--- src/rtl/odd_even_sort_sched.sv ---
// Odd-even transposition sorter: one shared registered compare-exchange unit
// is scheduled over an N-entry register file, one pair per cycle.
module odd_even_sort_sched #(
  parameter int unsigned N = 8,
  parameter int unsigned W = 4
) (
  input  logic                    clk,
  input  logic                    rst,
  input  logic                    in_valid,
  output logic                    in_ready,
  input  logic [N*W-1:0]          in_data,
  output logic                    out_valid,
  input  logic                    out_ready,
  output logic [N*W-1:0]          out_data,
  output logic                    busy,
  output logic [$clog2(N*N):0]    swap_count
);

  localparam int unsigned IW   = $clog2(N);
  localparam int unsigned SCW  = $clog2(N*N) + 1;
  localparam int unsigned HALF = N / 2;

  typedef enum logic [1:0] {S_IDLE, S_RUN, S_WAIT, S_DONE} state_e;

  state_e            state_q, state_d;
  logic [IW-1:0]     phase_q, phase_d;
  logic [IW-1:0]     pair_q, pair_d;
  logic [W-1:0]      rf_q [N];
  logic [W-1:0]      rf_d [N];
  logic [N*W-1:0]    out_data_q, out_data_d;
  logic              out_valid_q, out_valid_d;
  logic              in_ready_q, in_ready_d;
  logic              busy_q, busy_d;
  logic [SCW-1:0]    swap_q, swap_d;

  logic [IW-1:0]     lo_idx, hi_idx, next_phase;
  logic [W-1:0]      lo_w, hi_w;
  logic              swap_c, last_pair_c;

  // Even phases start at slot 0, odd phases at slot 1.
  function automatic int unsigned pairs_in(input logic [IW-1:0] p);
    return p[0] ? HALF - 1 : HALF;
  endfunction

  assign lo_idx      = IW'({pair_q, 1'b0}) + IW'(phase_q[0]);
  assign hi_idx      = lo_idx + IW'(1);
  assign lo_w        = rf_q[lo_idx];
  assign hi_w        = rf_q[hi_idx];
  assign swap_c      = lo_w > hi_w;
  assign last_pair_c = (32'(pair_q) + 32'd1) == pairs_in(phase_q);
  assign next_phase  = phase_q + IW'(1);

  // Next-state and datapath control.
  always_comb begin
    state_d     = state_q;
    phase_d     = phase_q;
    pair_d      = pair_q;
    rf_d        = rf_q;
    out_data_d  = out_data_q;
    out_valid_d = out_valid_q;
    swap_d      = swap_q;

    case (state_q)
      S_IDLE: begin
        if (in_valid && in_ready_q) begin
          for (int i = 0; i < int'(N); i++) rf_d[i] = in_data[i*W +: W];
          swap_d  = '0;
          phase_d = '0;
          pair_d  = '0;
          state_d = (pairs_in('0) == 0) ? S_WAIT : S_RUN;
        end
      end
      S_RUN: begin
        // Unit result lands in the register file on this edge.
        if (swap_c) begin
          rf_d[lo_idx] = hi_w;
          rf_d[hi_idx] = lo_w;
          if (swap_q != {SCW{1'b1}}) swap_d = swap_q + SCW'(1);
        end
        if (last_pair_c) begin
          pair_d  = '0;
          state_d = S_WAIT;
        end else begin
          pair_d  = pair_q + IW'(1);
        end
      end
      S_WAIT: begin
        if (32'(phase_q) != N - 1) begin
          phase_d = next_phase;
          pair_d  = '0;
          state_d = (pairs_in(next_phase) == 0) ? S_WAIT : S_RUN;
        end else begin
          for (int i = 0; i < int'(N); i++) out_data_d[i*W +: W] = rf_q[i];
          out_valid_d = 1'b1;
          state_d     = S_DONE;
        end
      end
      S_DONE: begin
        if (out_ready) begin
          out_valid_d = 1'b0;
          state_d     = S_IDLE;
        end
      end
      default: state_d = S_IDLE;
    endcase

    in_ready_d = (state_d == S_IDLE);
    busy_d     = (state_d == S_RUN) || (state_d == S_WAIT);
  end

  always_ff @(posedge clk or posedge rst) begin
    if (rst) begin
      state_q     <= S_IDLE;
      phase_q     <= '0;
      pair_q      <= '0;
      for (int i = 0; i < int'(N); i++) rf_q[i] <= '0;
      out_data_q  <= '0;
      out_valid_q <= 1'b0;
      in_ready_q  <= 1'b0;
      busy_q      <= 1'b0;
      swap_q      <= '0;
    end else begin
      state_q     <= state_d;
      phase_q     <= phase_d;
      pair_q      <= pair_d;
      rf_q        <= rf_d;
      out_data_q  <= out_data_d;
      out_valid_q <= out_valid_d;
      in_ready_q  <= in_ready_d;
      busy_q      <= busy_d;
      swap_q      <= swap_d;
    end
  end

  assign in_ready   = in_ready_q;
  assign out_valid  = out_valid_q;
  assign out_data   = out_data_q;
  assign busy       = busy_q;
  assign swap_count = swap_q;

endmodule
--- config.mk ---
export PLATFORM = sky130hd
export DESIGN_NAME = odd_even_sort_sched
export DESIGN_NICKNAME = d
export VERILOG_FILES = /design/src/rtl/odd_even_sort_sched.sv
export SDC_FILE = /design/constraint.sdc
export NUM_CORES = 1
export LEC_CHECK = 0
export CORE_MARGIN = 2
export CORE_UTILIZATION = 50
export CTS_CLUSTER_SIZE = 8
export DETAILED_ROUTE_END_ITERATION = 8
export PLACE_DENSITY = 0.75
export RECOVER_POWER = 25
export SYNTH_ARGS = -nofsm -noshare
export SYNTH_HDL_FRONTEND = slang
export SYNTH_SLANG_ARGS = --single-unit
--- constraint.sdc ---
create_clock -name clk -period 9.7 [get_ports clk]
set_input_delay 1.94 -clock clk [delete_from_list [all_inputs] [get_ports clk]]
set_output_delay 1.94 -clock clk [all_outputs]
set_load 0.005 [all_outputs]
======== Yosys cells after proc, flatten, opt, wreduce, memory -nomap -nowiden ========
Index checks and enable logic that the tools add are counted.
word-level totals
  register bits ........................... 82
  input bits .............................. 36
  output and inout port bits .............. 42
  word-level logic and storage cells ...... 97
operators by class
  $add $sub $neg .......................... 6
  magnitude comparators ................... 5
  equality and inequality tests ........... 14
  mux-type cells .......................... 36
  bitwise logic cells ..................... 3
  reduce and logical (&&, ||, !) cells .... 17
operators with widths
  operator                                                                       number
  32-bit bitwise mux                                                             2
  32-bit 2-to-1 mux                                                              2
  32-bit one-hot mux with 2 select lines                                         1
  32-bit logical NOT                                                             1
  4-bit binary-select mux with 3-bit select                                      2
  4-bit demux with 3-bit select                                                  2
  4-bit 2-to-1 mux                                                               6
  7-bit 2-to-1 mux                                                               3
  3-bit 2-to-1 mux                                                               6
  7-bit one-hot mux with 2 select lines                                          1
  2-bit != test (second input constant)                                          6
  3-bit AND reduction                                                            4
  2-bit 2-to-1 mux                                                               5
  3-bit by 1-bit adder with 3-bit output (second input constant)                 3
  3-bit one-hot mux with 3 select lines                                          1
  4-bit greater-or-equal comparator (second input constant)                      2
  4-bit by 1-bit less-than comparator with 1-bit output (second input constant)  2
  3-bit NOT with 4-bit output                                                    2
  2-bit one-hot mux with 4 select lines                                          1
  7-bit by 1-bit adder with 7-bit output (second input constant)                 1
  7-bit != test (second input constant)                                          1
  2-bit equality test (second input constant)                                    3
  3-bit one-hot mux with 2 select lines                                          1
  2-bit nonzero test                                                             3
  15 further kinds                                                               20

======== Longest topological paths before layout ========
Gate-level depths: netlist of run 1.
  word-level depth ........................ 10
  gate-level depth with buffers ........... 15
  depth with buffers taken out ............ 11

======== Least setup slack after synthesis of run 1 ========
Ideal clock, no wire load.
  kind .................................... register to register
  from .................................... reg pair_q[0]
  to ...................................... reg swap_q[5] (netlist: swap_count[5])
  library setup time ...................... 0.125 ns
  arrival ................................. 3.354 ns
  data required time ...................... 9.575 ns
  setup slack ............................. 6.222 ns
  cell stages (with the launch flop) ...... 13
  path buffers ............................ 2
  path through ............................ dfrtp_1 -> ha_1 -> buf_2 -> inv_1 -> mux4_2 -> mux2i_1 -> ha_1 -> and4_4 -> a211oi_4 -> o21ai_2 -> buf_6 -> nor4_1 -> mux2_2
on the way
  longest elaborated chain between the ends .. 9
  elaborated cells on any way between the ends .. 13
  those cells by class .................... add/sub (2); order compare (1); eq/ne (1); mux (6); bitwise (2); reduce/logical (1)
RTL lines
  item                                                 RTL line  text
  from (decl)                                          27        logic [IW-1:0] pair_q, pair_d;
  from (signal assigned)                               125       pair_q <= pair_d;
  3-bit by 1-bit adder with 3-bit output *             45        assign lo_idx = IW'({pair_q, 1'b0}) + IW'(phase_q[0]);
  3-bit by 1-bit adder with 3-bit output               46        assign hi_idx = lo_idx + IW'(1);
  3-bit NOT with 4-bit output (implied by the code)    48        assign hi_w = rf_q[hi_idx];
  4-bit binary-select mux with 3-bit select            48
  4-bit 2-to-1 mux (implied by the code) (2 in a row)  48
  4-bit > comparator *                                 49        assign swap_c = lo_w > hi_w;
  2-bit != test (no line) *                            -
  4-bit AND reduction (no line) *                      -
  to (signal assigned)                                 131       swap_q <= swap_d;
  to (decl)                                            34        logic [SCW-1:0] swap_q, swap_d;
Every way passes the cells marked *; elsewhere a longest branch is shown, timed or not. The select of a mux whose other input is x is not followed.
A chain may end at the register's enable or synchronous reset.

======== Worst setup path after layout of run 1 ========
  from .................................... reg phase_q[0]
  to ...................................... reg rf_q[10] in the netlist's numbering
on the way
  longest elaborated chain between the ends .. 10
  elaborated cells on any way between the ends .. 27
  those cells by class .................... add/sub (2); order compare (5); eq/ne (1); mux (14); bitwise (2); reduce/logical (3)
RTL lines
  item                                                        RTL line  text
  from (decl)                                                 26        logic [IW-1:0] phase_q, phase_d;
  from (signal assigned)                                      124       phase_q <= phase_d;
  3-bit by 1-bit adder with 3-bit output *                    45
  branches (longest 9 deep; another with 4-bit > comparator)  -
  to (signal assigned)                                        126       rf_q <= rf_d;
  to (decl)                                                   28        logic [W-1:0] rf_q [N];
Every way passes the cells marked *. The select of a mux whose other input is x is not followed.

==> results.md, run 1 <==
- FMAX: 155.2 MHz
- Port Buffer Count: 77
- Post-detail-place hpwl: 9991 um
- Max Fanout on Critical Path: 63
- Leakage: 2.573 nW
- DR pass1 iterations: 5
- HP Class: register to register
- Worst-Margin Slew: 3.025 ns
- First-pass GRT wire length: 22200 um
- Worst skew pair latency: 0.37 ns
- Post-Layout Cell Count: 694
- Seq/Total Area, Yosys: 0.4167
- Top delay family on crit path: buffers and inverters
- Syn Nets: 545
- Post-synth top area share: 0.4167
- Avg WL per Cell: 20.20 um
- Post-Syn Instances: 496
- Vias in the first global route: 4049
- Final Max Slew Viols: 64
- Failing checks: capacitance limit, slew limit
- Min-delay src: out_data[26]
- CP max stage cell: clkbuf_1
- Setup CP Type: register to register
- Clock slew at reported path FFs: 0.08 ns
- Top FF cell, synth: dfrtp_1
- # rows: 36
- Hold_buf cts: 0
- Die W: 103.2 um
- WHS: 0.5077 ns
- Setup total negative slack: 0 ns
- Largest net degree at the start of global routing: 83
- Layout Skew: 0.01431 ns
- Yosys warnings: 0
- Ports: 78
- CTS root buf: clkbuf_8
- Die height: 103.2 um
- Die ar.: 0.01066 mm^2
- R2R Setup Slk: 3.26 ns
- Post-CTS setup buffers: 0
- Fin nets: 605
- Clock sink total: 82
- Final period utilization: 0.6641
- Number of synthesized flops with an enable pin: 0
- CTS tree: built
- Cell with the most instances after synthesis: dfrtp_1
- Synth top area cells: dfrtp_1 (42%), mux2_2 (11%), o31ai_1 (4.6%)
- Unique masters post-synth: 49
- CTS resizes: 0
- Post-synthesis register bit count: 82
- Max_slew headroom: -1.016
- Pwr Density: 395.8 mW/mm^2
- Area Overhead vs Synth: 21.06%
- Cell mode on critical path: ha_1
- Vias per cell: 6.125
- CTS buffer count: 9
- Total power: 0.002360 W
- R2r worst-path depth: 11
- Status: finished, violations left
- Placed insts: 678
- Vias: 4251
- Fraction of registers with async set/reset: 1.000
- Area leader, netlist: dfrtp_1
- Max-Cap Viols: 1
- RSZ-0062 raised after global routing: false
- Worst EP required: 10.00 ns
- CP Launch Type: register
- Crit. Startpoint: phase_q[0]
- Initial Util: 0.5085
- Fin crit period: 6.441 ns
- Initial antenna violation count: 0
- Worst hold path stage count: 1
- H-tree levels: 3
- R2R Path End: rf_q[10]
- CP max stage delay: 2.12 ns
- CTS Buffer Depth: 2
- GPL Wtd Cong: 0.9385
- CP Cell Sequence: clkbuf_1 -> ha_1 -> inv_1 -> mux4_2 -> mux2i_1 -> ha_1 -> and4_4 -> a211oi_4 -> o221ai_1 -> a311oi_1 -> a21o_1
- Synth Cell Area: 0.004925 mm^2
- Worst r2r src: phase_q[0]
- Final ANT Viol Nets: 0
- Grt ovf: 0
- Drt initial violations: 336
- Final setup fails: 0
- Hold Crit Endpoint: out_data[26]
- CP arrival: 6.74 ns
- Worst Path Buf+Inv: 2
- # diodes: 0
- Synth top cells by count: dfrtp_1 (82), nand2_1 (59), mux2_2 (48)
- Max VDD drop: 0.3091 mV
- Detailed Route WL: 14020 um
- Total GRT Usage: 0.2756
- Share of cells above drive strength 1: 0.1533
- Hold Vio Cnt, Final: 0
- Per-instance average area after synthesis: 9.929 um^2
- Element type at the critical path end: register
- Core Area: 0.009684 mm^2
- DRC: 0
-- worst max path at each step --
stage	end	depth (start not counted)
2_1_floorplan	busy	1
3_3_place_gp	swap_count[5]	11
3_5_place_dp	swap_count[5]	11
4_1_cts	swap_count[5]	11
5_1_grt	rf_q[26]	11
6_report	rf_q[10]	11
-- worst register-to-register path, cell delays in order (launching register included) --
cell	delay, ns
dfrtp_2	0.34
clkbuf_1	2.12
ha_1	0.91
inv_1	0.32
mux4_2	0.58
mux2i_1	0.18
ha_1	0.31
and4_4	0.16
a211oi_4	0.46
o221ai_1	0.53
a311oi_1	0.37
a21o_1	0.12
-- stage by stage --
stage / setup slack, ns / cell area (um^2) / utilization
6_report: 3.259 / 5962 / 0.6156
5_1_grt: 2.794 / 5962 / 0.6156
4_1_cts: 5.107 / 5971 / 0.6165
3_5_place_dp: 5.108 / 5744 / 0.5932
3_3_place_gp: 5.249 / 5744 / 0.5932
2_1_floorplan: 5.652 / 4925 / -
-- layout make-up --
| cell class | instances | area, um^2 |
|---|---|---|
| fill | 839 | 3722 |
| multi-input combinational | 374 | 2688 |
| sequential | 82 | 2053 |
| timing repair buffer | 81 | 797.0 |
| tap | 133 | 166.4 |
| clock buffer | 9 | 123.9 |
| clock inverter | 7 | 102.6 |
| inverter | 8 | 31.28 |
-- sequential cells by signal, indices dropped and copies added (netlist names) --
name / count
out_data: 32
out_valid: 1
busy: 1
pair_q: 3
rf_q: 32
in_ready: 1
state_q: 2
phase_q: 3
swap_count: 7
-- cells in the final DEF, fill, tap and decap left out, types with 7 or more instances in the layout --
cell type        synthesis  routed
a211oi_1                 7       8
a21oi_1                 17      17
a311oi_1                12      12
clkbuf_8                 0       9
clkdlybuf4s50_1          0      75
dfrtp_1                 82      81
ha_1                    13      13
inv_1                    8       7
mux2_2                  48      48
mux2i_1                 14      14
nand2_1                 59      59
nand2b_1                 9       9
nand3_1                 16      16
nor2_1                  44      44
nor2b_1                  8       7
nor3_1                  12      12
nor4_1                   7       7
o21ai_0                 14      14
o21ai_1                  7       7
o221ai_1                 8       8
o31ai_1                 30      30
-- kinds of logic (layout without fill, tap and decap cells) --
family,Yosys count,count (layout),share of synthesized area
buffers and inverters,40,105,0.03811
adders and majority gates,13,13,0.03303
DFF,82,82,0.4167
muxes,67,67,0.1611
and+or+nand+nor,170,170,0.1613
AOI/OAI and AO/OA,122,122,0.1832
xor gates and xnor gates,2,2,0.006607
-- report_power, final --
part	internal, W	leakage [nW]	switching (W)	total (W)
registers	0.000443	1.08	0.000126	0.000569
clock network	0.000147	0.110	0.000135	0.000282
logic	0.000548	1.38	0.000960	0.00151
-- metal layers --
layer / vias to the layer above / routed length [um] / GRT usage
li1: 1978 / - / -
met1: 2087 / 6043 / 0.3861
met2: 162 / 6723 / 0.4446
met3: 24 / 940 / 0.04234
met4: 0 / 313 / 0.08300
met5: - / 0 / 0
(Power assumes the default switching activity.)
==> run 2, diff against run 1 <==
==> constraint.sdc (replaced) <==
create_clock -name clk -period 6.29 [get_ports clk]
set_input_delay 1.258 -clock clk [delete_from_list [all_inputs] [get_ports clk]]
set_output_delay 1.258 -clock clk [all_outputs]
set_load 0.005 [all_outputs]
==> results.md, run 2 (same netlist as run 1, synthesis figures left out) <==
- CP max stage cell: ha_1
- Worst-Margin Slew: 1.831 ns
- WHS: 0.5022 ns
- Final Max Slew Viols: 42
- CTS root buf: clkbuf_8
- Grt ovf: 0
- Core Area: 0.009684 mm^2
- R2R Path End: swap_count[5]
- CTS Buffer Depth: 2
- Status: finished, violations left
- # diodes: 0
- CP Launch Type: register
- Hold Vio Cnt, Final: 0
- CTS buffer count: 9
- Vias in the first global route: 4059
- Worst skew pair latency: 0.37 ns
- Hold Crit Endpoint: out_data[1]
- Met3 Wirelength: 677 um
- Ports: 78
- CP arrival: 4.64 ns
- Commonest non-fill, non-tap cell in the layout: dfrtp_1
- Largest net degree at the start of global routing: 63
- Pwr Density: 604.1 mW/mm^2
- Setup CP Type: register to register
- Element type at the critical path end: register
- Min-delay src: out_data[1]
- Final setup fails: 0
- Cell mode on critical path: ha_1
- First-pass GRT wire length: 21750 um
- Total GRT Usage: 0.2713
- Fin nets: 605
- Max_slew headroom: -0.2275
- Met2 WL: 6555 um
- Setup total negative slack: 0 ns
- Worst r2r src: pair_q[0]
- CP max stage delay: 0.80 ns
- Layout Skew: 0.009957 ns
- R2R Setup Slk: 1.91 ns
- FMAX: 228.3 MHz
- Fin crit period: 4.379 ns
- Max Fanout on Critical Path: 18
- Clock slew at reported path FFs: 0.09 ns
- Vias per cell: 6.049
- Failing checks: capacitance limit, slew limit
- Port Buffer Count: 77
- # rows: 36
- Post-CTS setup buffers: 0
- DRT met1 WL: 6274 um
- Drt initial violations: 220
- Worst EP required: 6.55 ns
- H-tree levels: 3
- Final period utilization: 0.6962
- RSZ-0062 raised after global routing: false
- Most frequent cells in the layout: dfrtp_1 (81), clkdlybuf4s50_1 (67), nand2_1 (59)
- HP Class: register to register
- Max-Cap Viols: 1
- CP Cell Sequence: ha_1 -> inv_1 -> mux4_2 -> mux2i_1 -> ha_1 -> and4_4 -> a211oi_4 -> o21ai_2 -> nor4_1 -> mux2_2
- Avg WL per Cell: 19.83 um
- Share of cells above drive strength 1: 0.1551
- Initial Util: 0.5085
- Vias: 4198
- Area Overhead vs Synth: 20.60%
- Top routing layer used: met4
- Leakage: 2.593 nW
- DR pass1 iterations: 5
- Hold_buf cts: 0
- Detailed Route WL: 13760 um
- Initial antenna violation count: 0
- Die W: 103.2 um
- DRC: 0
- Post-detail-place hpwl: 10000 um
- Worst hold path stage count: 1
- Clock sink total: 82
- CTS tree: built
- CTS resizes: 0
- Final ANT Viol Nets: 0
- R2r worst-path depth: 10
- GPL Wtd Cong: 0.9240
- Die ar.: 0.01066 mm^2
- Die height: 103.2 um
- Max VDD drop: 0.4574 mV
## run 2: area by class of cell
type	count	area, um^2
Clock buffer	9	123.9
Clock inverter	7	76.32
Fill cell	867	3745
Tap cell	133	166.4
Timing Repair Buffer	81	800.8
Multi-Input combinational cell	374	2688
Inverter	8	31.28
Sequential cell	82	2053
## run 2: report_power, final
group          switching (W)  total, W  internal [W]
clock               0.000211  0.000398      0.000187
sequential          0.000194  0.000877      0.000683
combinational        0.00148   0.00231      0.000835
total                0.00188   0.00359       0.00171
## run 2: per-layer routing
| layer | global-route usage | up-vias |
|---|---|---|
| li1 | - | 1966 |
| met1 | 0.3839 | 2070 |
| met2 | 0.4291 | 139 |
| met3 | 0.03696 | 23 |
| met4 | 0.09818 | 0 |
| met5 | 0 | - |
## run 2: how the worst max path moves through the flow
stage              start       endpoint  slack [ns]  cells after the start
2_1_floorplan  pair_q[0]  swap_count[5]        2.81                     12
3_3_place_gp   pair_q[0]  swap_count[5]        2.14                     10
3_5_place_dp   pair_q[0]  swap_count[5]        1.95                     10
4_1_cts        pair_q[0]  swap_count[5]        1.96                     10
5_1_grt        pair_q[0]  swap_count[5]        1.63                     10
6_report       pair_q[0]  swap_count[5]        1.91                     10
## run 2: metrics by stage
| step | instances | power [W] | setup WS, ns | cell area [um^2] | util |
|---|---|---|---|---|---|
| after floorplan | 496 | 0.002580 | 2.812 | 4925 | - |
| after global placement | 678 | 0.003110 | 2.142 | 5744 | 0.5932 |
| after detailed placement | 678 | 0.003165 | 1.950 | 5744 | 0.5932 |
| after CTS | 694 | 0.003569 | 1.963 | 5944 | 0.6138 |
| after global routing | 694 | 0.003856 | 1.631 | 5939 | 0.6133 |
| final | 694 | 0.003588 | 1.911 | 5939 | 0.6133 |
## run 2: critical path: cells and delay by family (launching register included)
kind / cells / cell delay (ns)
flip-flops: 1 / 0.51
multiplexers: 3 / 1.13
AND/OR/NAND/NOR: 2 / 0.54
buffers and inverters: 1 / 0.31
adder cells (fa/ha/maj): 2 / 1.08
AO/OA/AOI/OAI: 2 / 0.70
==> run 3, diff against run 2 <==
==> constraint.sdc (replaced) <==
create_clock -name clk -period 4.5 [get_ports clk]
set_input_delay 0.9 -clock clk [delete_from_list [all_inputs] [get_ports clk]]
set_output_delay 0.9 -clock clk [all_outputs]
set_load 0.005 [all_outputs]
==> results.md, run 3 (same netlist as run 1, synthesis figures left out) <==
- Most frequent cells in the layout: dfrtp_1 (81), clkdlybuf4s50_1 (76), nand2_1 (59)
- CTS Buffer Depth: 2
- CTS tree: built
- CP max stage delay: 0.73 ns
- Initial Util: 0.5085
- Final setup fails: 0
- FMAX: 245.0 MHz
- Detailed Route WL: 14360 um
- Setup CP Type: register to register
- Largest net degree at the start of global routing: 62
- Hold_buf cts: 0
- Pwr Density: 861.0 mW/mm^2
- Status: finished, violations left
- Vias in the first global route: 4142
- Die W: 103.2 um
- Non-Filler Cell Area, Final: 0.005998 mm^2
- Avg WL per Cell: 20.40 um
- DRC: 0
- Port Buffer Count: 77
- Drt initial violations: 389
- # rows: 36
- Max VDD drop: 0.5793 mV
- CTS buffer count: 9
- Placed cell area: 0.005819 mm^2
- Setup total negative slack: 0 ns
- Hold Vio Cnt, Final: 0
- CTS resizes: 0
- Layout Skew: 0.01410 ns
- Initial antenna violation count: 0
- Failing checks: capacitance limit, slew limit
- Vias per cell: 6.107
- Clock sink total: 82
- RSZ-0062 raised after global routing: false
- Cell mode on critical path: ha_1
- CP Launch Type: register
- Fin crit period: 4.082 ns
- Top delay family on crit path: multiplexers
- Max Fanout on Critical Path: 13
- Vias: 4299
- Post-CTS setup buffers: 0
- Grt ovf: 0
- Total power: 0.005164 W
- DR pass1 iterations: 5
- Post-detail-place hpwl: 10410 um
- # diodes: 0
- CTS root buf: clkbuf_8
- CP arrival: 4.35 ns
- Leakage: 2.614 nW
- CP max stage cell: mux4_2
- Die ar.: 0.01066 mm^2
- Element type at the critical path end: register
- Final period utilization: 0.9071
- Total GRT Usage: 0.2846
- Worst-Margin Slew: 2.734 ns
- GPL Wtd Cong: 0.9759
- Clock slew at reported path FFs: 0.09 ns
- CP Cell Sequence: ha_1 -> xnor2_2 -> mux4_2 -> ha_1 -> and4_4 -> a211oi_4 -> o21ai_2 -> nor4_1 -> mux2_2
- Final Max Slew Viols: 62
- Die height: 103.2 um
- Share of cells above drive strength 1: 0.1716
- Max_slew headroom: -0.8327
- Final ANT Viol Nets: 0
- Worst skew pair latency: 0.38 ns
- Area Overhead vs Synth: 21.80%
- Worst Path Buf+Inv: 0
- Max-Cap Viols: 1
- Commonest non-fill, non-tap cell in the layout: dfrtp_1
- Core Area: 0.009684 mm^2
- First-pass GRT wire length: 22700 um
- HP Class: register to register
- Ports: 78
- Worst EP required: 4.77 ns
- H-tree levels: 3
- Fin nets: 615
## run 3: changes by cell type in the layout (fill, tap and decap cells not counted), sizes merged, moves of 2 or more
cell	delta
buf	+10
clkdlybuf4s50	+9
dlygate4sd3	-9
clkinv	+4
clkinvlp	-2
inv	-2
## run 3: worst paths after layout
kind                               from            end  slack, ns  cells after the start
setup / recovery              pair_q[0]  swap_count[5]       0.42                      9
min in group asynchronous           rst       rf_q[10]       1.73                      2
hold reg to reg            out_data[26]   out_data[26]       0.51                      1
hold / removal             out_data[26]   out_data[26]       0.51                      1
setup reg to reg              pair_q[0]  swap_count[5]       0.42                      9
max in group asynchronous           rst     phase_q[0]       1.39                      2
## run 3: layer usage
| layer | vias to the layer above | GRT usage | wire [um] | share of wire |
|---|---|---|---|---|
| met1 | 2137 | 0.3994 | 6361 | 0.44 |
| met5 | - | 0 | 0 | 0 |
| met2 | 148 | 0.4515 | 6903 | 0.48 |
| met4 | 0 | 0.1022 | 274 | 0.019 |
| li1 | 1991 | - | - | - |
| met3 | 23 | 0.04167 | 820 | 0.057 |
## run 3: power breakdown
group / internal, W / switching [W] / leakage [nW] / total, W
Sequential: 0.000955 / 0.000270 / 1.08 / 0.00123
Clock: 0.000217 / 0.000296 / 0.0964 / 0.000513
Combinational: 0.00127 / 0.00215 / 1.44 / 0.00343
## run 3: through the flow
| step | utilization | std cells | setup WS (ns) | hold WS [ns] |
|---|---|---|---|---|
| 3_3_place_gp | 0.6009 | 688 | 0.5321 | 0.4884 |
| 5_1_grt | 0.6194 | 704 | 0.1389 | 0.5222 |
| 3_5_place_dp | 0.6009 | 688 | 0.4072 | 0.4911 |
| 4_1_cts | 0.6194 | 704 | 0.4182 | 0.5103 |
| 2_1_floorplan | - | 496 | 1.022 | 0.4725 |
| 6_report | 0.6194 | 704 | 0.4182 | 0.5059 |
## run 3: layout make-up
cell class | instances | area, um^2
sequential | 82 | 2053
tap | 133 | 166.4
inverter | 8 | 31.28
fill | 823 | 3686
clock inverter | 6 | 41.29
multi-input combinational | 374 | 2693
clock buffer | 10 | 137.6
timing repair buffer | 91 | 875.8
